### src/rtl/calc_sequencer.sv
// Keypad-driven sequencer for a 2-digit sign-magnitude BCD ALU.
// Collects operands/operators from key strobes, runs the ALU for ALU_HOLD
// cycles and captures the result as the next left operand.
module calc_sequencer #(
    parameter int ALU_HOLD = 1
) (
    input  logic       clk,
    input  logic       rst,
    input  logic       key_valid,
    input  logic [4:0] key_code,
    output logic       key_ready,
    input  logic [8:0] alu_result,
    output logic [8:0] alu_op1,
    output logic [8:0] alu_op2,
    output logic [2:0] alu_opcode,
    output logic       alu_en,
    output logic [8:0] disp_val,
    output logic       err,
    output logic       busy
);
    localparam int HW = (ALU_HOLD > 1) ? $clog2(ALU_HOLD) : 1;

    typedef enum logic [2:0] {S_OP1, S_OP2, S_EXEC, S_RES, S_ERR} state_t;

    state_t          state_q, state_d;
    logic [8:0]      op1_q, op1_d, op2_q, op2_d, disp_hold_q;
    logic [2:0]      opcode_q, opcode_d, chain_op_q, chain_op_d;
    logic [1:0]      cnt_q, cnt_d;
    logic            chain_vld_q, chain_vld_d;
    logic [HW-1:0]   hold_q, hold_d;

    logic       acc, is_dig, is_op, is_eq, is_clr, is_neg;
    logic       div0, hold_last, has_dig;
    logic [2:0] key_op;
    logic [8:0] res_n;

    assign acc       = key_valid & key_ready;
    assign is_dig    = key_code < 5'd10;
    assign is_op     = (key_code >= 5'd10) && (key_code <= 5'd13);
    assign is_eq     = key_code == 5'd14;
    assign is_clr    = key_code == 5'd15;
    assign is_neg    = key_code == 5'd16;
    assign key_op    = 3'(key_code - 5'd9);
    assign has_dig   = cnt_q != 2'd0;
    // Only an actual execution attempt can trip divide-by-zero; an operator
    // with no op2 digits just changes its mind about the opcode.
    assign div0      = (opcode_q == 3'b100) && (op2_q[7:0] == 8'd0);
    assign hold_last = hold_q == HW'(ALU_HOLD - 1);
    // A signed zero from the ALU is shown as plain zero.
    assign res_n     = (alu_result == 9'h100) ? 9'h000 : alu_result;

    assign alu_op1    = op1_q;
    assign alu_op2    = op2_q;
    assign alu_opcode = opcode_q;

    // State register
    always_ff @(posedge clk) begin
        if (rst) state_q <= S_OP1;
        else     state_q <= state_d;
    end

    // Next-state logic
    always_comb begin
        state_d = state_q;
        if (acc && is_clr) state_d = S_OP1;
        else begin
            case (state_q)
                S_OP1:  if (acc && is_op) state_d = S_OP2;
                S_OP2:  if (acc && (is_eq || is_op) && has_dig)
                            state_d = div0 ? S_ERR : S_EXEC;
                S_EXEC: if (hold_last) state_d = chain_vld_q ? S_OP2 : S_RES;
                S_RES:  if (acc && is_dig)     state_d = S_OP1;
                        else if (acc && is_op) state_d = S_OP2;
                default: state_d = state_q;
            endcase
        end
    end

    // Outputs decoded from state; EXEC freezes the display on its last value
    always_comb begin
        key_ready = state_q != S_EXEC;
        alu_en    = state_q == S_EXEC;
        busy      = state_q == S_EXEC;
        err       = state_q == S_ERR;
        case (state_q)
            S_OP2:   disp_val = has_dig ? op2_q : op1_q;
            S_EXEC:  disp_val = disp_hold_q;
            S_ERR:   disp_val = 9'h000;
            default: disp_val = op1_q;
        endcase
    end

    // Operand / opcode / digit-count / chain datapath next values
    always_comb begin
        op1_d       = op1_q;
        op2_d       = op2_q;
        opcode_d    = opcode_q;
        cnt_d       = cnt_q;
        chain_vld_d = chain_vld_q;
        chain_op_d  = chain_op_q;
        hold_d      = '0;
        if (acc && is_clr) begin
            op1_d       = 9'h000;
            op2_d       = 9'h000;
            opcode_d    = 3'b001;
            cnt_d       = 2'd0;
            chain_vld_d = 1'b0;
            chain_op_d  = 3'b001;
        end else begin
            case (state_q)
                S_OP1: if (acc) begin
                    if (is_dig && cnt_q < 2'd2) begin
                        op1_d = {op1_q[8], op1_q[3:0], key_code[3:0]};
                        cnt_d = cnt_q + 2'd1;
                    end else if (is_neg) op1_d[8] = ~op1_q[8];
                    else if (is_op) begin
                        opcode_d = key_op;
                        op2_d    = 9'h000;
                        cnt_d    = 2'd0;
                    end
                end
                S_OP2: if (acc) begin
                    if (is_dig && cnt_q < 2'd2) begin
                        op2_d = {op2_q[8], op2_q[3:0], key_code[3:0]};
                        cnt_d = cnt_q + 2'd1;
                    end else if (is_neg) op2_d[8] = ~op2_q[8];
                    else if (is_op && !has_dig) opcode_d = key_op;
                    else if (is_op && !div0) begin
                        chain_vld_d = 1'b1;
                        chain_op_d  = key_op;
                    end
                end
                S_EXEC: begin
                    hold_d = hold_last ? '0 : hold_q + HW'(1);
                    if (hold_last) begin
                        op1_d = res_n;
                        cnt_d = 2'd0;
                        if (chain_vld_q) begin
                            opcode_d    = chain_op_q;
                            op2_d       = 9'h000;
                            chain_vld_d = 1'b0;
                        end
                    end
                end
                S_RES: if (acc) begin
                    if (is_dig) begin
                        op1_d = {5'd0, key_code[3:0]};
                        cnt_d = 2'd1;
                    end else if (is_neg) op1_d[8] = ~op1_q[8];
                    else if (is_op) begin
                        opcode_d = key_op;
                        op2_d    = 9'h000;
                        cnt_d    = 2'd0;
                    end
                end
                default: ;
            endcase
        end
    end

    // Datapath registers
    always_ff @(posedge clk) begin
        if (rst) begin
            op1_q       <= 9'h000;
            op2_q       <= 9'h000;
            opcode_q    <= 3'b001;
            cnt_q       <= 2'd0;
            chain_vld_q <= 1'b0;
            chain_op_q  <= 3'b001;
            hold_q      <= '0;
            disp_hold_q <= 9'h000;
        end else begin
            op1_q       <= op1_d;
            op2_q       <= op2_d;
            opcode_q    <= opcode_d;
            cnt_q       <= cnt_d;
            chain_vld_q <= chain_vld_d;
            chain_op_q  <= chain_op_d;
            hold_q      <= hold_d;
            disp_hold_q <= disp_val;
        end
    end
endmodule

### config.mk
export PLATFORM = sky130hd
export DESIGN_NAME = calc_sequencer
export DESIGN_NICKNAME = d
export VERILOG_FILES = /design/src/rtl/calc_sequencer.sv
export SDC_FILE = /design/constraint.sdc
export NUM_CORES = 1
export LEC_CHECK = 0
export ABC_CLOCK_PERIOD_IN_PS = 5090
export CAP_MARGIN = 20
export CORE_ASPECT_RATIO = 1.75
export CORE_MARGIN = 2
export CORE_UTILIZATION = 32
export CTS_BUF_LIST = sky130_fd_sc_hd__clkbuf_4
export CTS_CLUSTER_DIAMETER = 120
export DETAILED_ROUTE_END_ITERATION = 7
export MAX_ROUTING_LAYER = met4
export PLACE_DENSITY = 0.52
export SLEW_MARGIN = 0
export SYNTH_ARGS = -nofsm -noshare
export SYNTH_HDL_FRONTEND = slang
export SYNTH_SLANG_ARGS = --single-unit
### constraint.sdc
create_clock -name clk -period 5.09 [get_ports clk]
set_input_delay 1.018 -clock clk [delete_from_list [all_inputs] [get_ports clk]]
set_output_delay 1.018 -clock clk [all_outputs]
set_load 0.1 [all_outputs]
; ---- Word level (Yosys, flattened, before mapping)
; Index checks and enable logic that the tools add are counted.
[classes]
n_addsub = 3
magnitude_cmp = 4
eq_ne = 27
mux = 62
bitwise_logic = 8
reduce_logical = 30
[ops]
columns = op, count
row1 = $mux 9, 14
row2 = $pmux 9 s3, 2
row3 = $mux 3, 17
row4 = $pmux 9 s4, 1
row5 = $ne 2x2->1 const B, 16
row6 = $mux 8, 3
row7 = $pmux 3 s4, 2
row8 = $mux 2, 10
row9 = $reduce_and 6->1, 3
row10 = $mux 1, 11
row11 = $reduce_and 11->1, 1
row12 = $eq 5x4->1 const B, 2
row13 = $logic_and 1x1->1, 10
row14 = $reduce_and 10->1, 1
row15 = $eq 9x9->1 const B, 1
row16 = $reduce_and 9->1, 1
row17 = $logic_not 8->1, 1
row18 = $pmux 2 s4, 1
row19 = $not 1->1, 7
row20 = $reduce_and 7->1, 1
row21 = $eq 3x2->1 const B, 2
row22 = $eq 3x3->1 const B, 2
row23 = $eq 5x5->1 const B, 1
row24 = $ge 5x4->1 const B, 1
row25 = 21 further kinds, 23
[word_totals]
ff_bits = 40
input_bits = 17
out_inout_bits = 34
word_cells = 145

; ---- Logic depth before layout (Yosys ltp)
[logic_depth]
ltp_word = 10
mapped_depth = 7
mapped_depth_nobuf = 7

; ---- Least setup slack after synthesis
; No wires, ideal clock.
[synth_timing]
kind = register to output
from = register state_q[1]
to = output disp_val[0]
arrival_ps = 2438
required_ps = 4072
setup_slack_ps = 1634
stages_incl_launch_ff = 7
path_buffers = 3
cell_sequence = dfxtp_1 buf_2 nor3b_2 buf_2 buf_2 a222oi_1 inv_1
[synth_between]
elab_chain_len = 2
elab_cells_between_ends = 4
cone_classes = 3 x eq/ne / 1 x mux
[synth_rtl]
columns = item, line
row1 = from (decl), 25  ; state_t state_q, state_d;
row2 = from (signal assigned), 59  ; else state_q <= state_d;
row3 = $eq 3x2->1, n/a
row4 = named net alu_en, 16  ; output logic alu_en,
row5 = $pmux 9 s3, 85  ; case (state_q)
row6 = to (decl), 17  ; output logic [8:0] disp_val,
; The timed path passes the listed nets, and every way through them passes these cells.

; ---- Final worst setup path
[layout_timing]
from = register state_q[2]
to = output disp_val[6]
[layout_between]
elab_chain_len = 2
elab_cells_between_ends = 4
cone_classes = 3 x eq/ne / 1 x mux
[layout_rtl]
columns = item, line
row1 = "$eq 3x3->1, or another cell as far along", 85
row2 = $pmux 9 s3 *, 85
; Every way passes the cells marked *; elsewhere a longest branch is shown, timed or not.

==> impl_results.md <==
* Critical Path Sink Type: primary output
* Worst IR drop on VDD at 0.409 mV
* Avg Cell Area, Syn at 8.26 sq um
* Element type at the critical path start: register
* Area of all sequential standard cells at approximately 800 sq um
* Share of cells above drive strength 1 at 0.122
* Status: finished, final reports clean
* Routability congestion estimate from global placement at 0.883
* Fillers at 759
* Total congestion overflow after global routing at 0
* Root buffer selected by CTS: sky130_fd_sc_hd__clkbuf_4
* Total power density per cell area at 518 nW/um^2
* Pin count of the biggest net entering global routing at 26
* Minimum period implied by the final worst setup slack at 3.97 ns
* Inserted Clock Buffers at 5
* Final hold slack at roughly 0.47 ns
* PortBufs at 50
* Starting density of the core at 0.332
* Buffers inserted during post-CTS setup optimization at 0
* Ys async rst share at 0
* Iter 0 DRT Violations at 200
* Unique masters post-synth at 62
* Clock slew seen by the registers of the worst setup and hold paths at 0.12 ns
* Cell with the most instances after synthesis: sky130_fd_sc_hd__dfxtp_1
* Tightest Pin Transition at 0.988 ns
* Number of nets with antenna violations after routing at 0
* Max transition margin at 0.339
* Estimated wirelength of the detail-placed design at roughly 6300 microns
* Critical Path Fanout Max at 18
* Number of design rule violations left after detail routing at 0
* Sum of negative setup slack at 0 ns
* Synthesized flop and latch total at 40
* Number of global-route vias before repair at approximately 2,400
* Part of the cycle the worst path needs at 0.781
* Wire length per cell at 20.1 microns
* Per-cell via count in the routed design at 5.95
* Arrival time reported for the critical path endpoint at 2.96 ns
* Horizontal die dimension at 69.5 microns
* Final Setup Violations at 0
* Signed area change from the synthesized netlist to the final layout at 24.8%
* Final net count at 359
* Most instantiated cells after synthesis: 40 x sky130_fd_sc_hd__dfxtp_1, 32 x sky130_fd_sc_hd__a21oi_1, 28 x sky130_fd_sc_hd__nor2_1
* Antenna diodes at 0
* Lkg Pwr at 1.14 nW
* Antenna violations before repair at 0
* First-pass GRT wire length at 13,600 microns
* CP required at 4.07 ns
* Global-route total usage across every layer at 0.216
* Area taken by multi-input logic gates at 1470 sq um
* Total die area at about 8200 sq um
* Share of Yosys cell area claimed by the top area cell type at 0.333
* EDFF count, synth at 0
* Number of vias in the routed layout at 2,510
* Number of maximum-capacitance constraint violations at 0
* Combined area of all synthesized cells at 2400 sq um
* WS Path Type: reg -> out
* Later-pin clock latency in the skew report at 0.37 ns
* Number of sinks handled by clock tree synthesis at 40
* Die Ht at 119 microns
* Number of hold buffers added after cts at 0
* Number of H-tree levels at 2
* Dominant cell type by area after synthesis: sky130_fd_sc_hd__dfxtp_1
* Sequential area share after synthesis at 0.333
* Core ar. at 7230 sq um
* Fin. max-slew vios at 0
* Synth Instances at 291
* Max Freq at 0.252 GHz
* TritonCTS clock tree: done
* Hold violation count in the final report at 0
* Number of primary I/O pins at 51
* Worst min-delay path class: reg -> reg
* Post-synth net total at 314
* Number of search-and-repair iterations in the first detailed-routing pass at 5
* Most frequently used flop master after synthesis: sky130_fd_sc_hd__dfxtp_1
* Total of warnings raised by yosys at 0
* Number of gates resized after CTS at 0
* Floorplan row count at 41
* Leading post-synthesis cells by cell area: sky130_fd_sc_hd__dfxtp_1 33%, sky130_fd_sc_hd__a21oi_1 6.7%, sky130_fd_sc_hd__nor2_1 4.4%
* Deepest clock path buffer count at 2
* Unrepaired setup endpoints after global routing: false
* Fin Clk Skew at 0.00933 ns
* Total routed wirelength at 8490 microns
-- power by group --
part / switching (W) / total, W / internal [W]
clock network: 0.000112 / 0.000169 / 0.0000563
registers: 0.0000489 / 0.000408 / 0.000360
logic: 0.000726 / 0.000978 / 0.000252
total: 0.000887 / 0.00155 / 0.000668
-- kinds of logic after synthesis --
kind of cell,synth area share
compound gates,0.316
simple gates,0.235
flops,0.333
buf+inv,0.0583
fa+ha+maj,0.0312
mux,0.0214
other cells,0.00156
xor+xnor,0.00365
-- layer usage --
metal / part of all wire / track usage / vias up
li1: - / - / 1192
met1: 0.41 / 0.245 / 1196
met2: 0.51 / 0.371 / 103
met3: 0.048 / 0.0341 / 19
met4: 0.036 / 0.0944 / 0
met5: 0 / - / -
-- state kept, by name, indices dropped and copies added (netlist names) --
| signal | count |
|---|---|
| alu_op1 | 9 |
| state_q | 3 |
| alu_op2 | 9 |
| cnt_q | 2 |
| disp_hold_q | 9 |
| alu_opcode | 3 |
| chain_op_q | 3 |
| chain_vld_q | 1 |
| hold_q | 1 |
-- worst max-delay path: stages (launching register included) --
cell,delay (ns)
sky130_fd_sc_hd__dfxtp_1,0.81
sky130_fd_sc_hd__nand2b_1,0.26
sky130_fd_sc_hd__o21ai_0,0.10
sky130_fd_sc_hd__a21oi_1,0.72
sky130_fd_sc_hd__a222oi_1,0.29
sky130_fd_sc_hd__inv_1,0.10
sky130_fd_sc_hd__buf_4,0.29
-- layout by cell type (no fill, tap or decap), drive strengths merged, types with 5 or more instances in the layout --
master / synthesis / routed
o21ai: 11 / 11
nor3: 16 / 16
clkbuf: 9 / 6
clkdlybuf4s50: 0 / 38
dfxtp: 40 / 40
a21oi: 32 / 32
ha: 6 / 6
a221oi: 8 / 8
nor2: 28 / 28
nor4: 5 / 5
inv: 17 / 17
a222oi: 9 / 9
and3: 7 / 7
a211oi: 9 / 9
nand2b: 8 / 8
buf: 7 / 16
nand2: 14 / 14
-- final timing paths --
check / from / endpoint / slack, ns / cells past startpoint
setup / recovery: state_q[2] / disp_val[6] / 1.12 / 6
hold / removal: chain_op_q[1] / chain_op_q[1] / 0.47 / 2
setup reg to reg: state_q[0] / chain_op_q[1] / 2.55 / 5
hold reg to reg: chain_op_q[1] / chain_op_q[1] / 0.47 / 2
-- per-stage QoR --
stage | setup slack (ns) | cell area [sq um] | utilization | instances | total power [W]
floorplan | 1.63 | 2400 | - | 291 | 0.00118
global placement | 1.50 | 2930 | 0.406 | 414 | 0.00144
detailed placement | 1.50 | 2950 | 0.408 | 415 | 0.00139
CTS | 1.12 | 3000 | 0.415 | 422 | 0.00156
global route | 1.03 | 3000 | 0.415 | 422 | 0.00164
finish | 1.12 | 3000 | 0.415 | 422 | 0.00155
-- cell type report --
| cell class | count | share of cell area |
|---|---|---|
| flip-flops and latches | 40 | 0.267 |
| clock buffers | 6 | 0.0150 |
| well taps | 86 | 0.0359 |
| clock inverters | 1 | 0.00167 |
| inverters | 18 | 0.0225 |
| repair buffers | 54 | 0.169 |
| multi-input cells | 217 | 0.489 |
No activity file was read; power rests on OpenSTA's default activity.
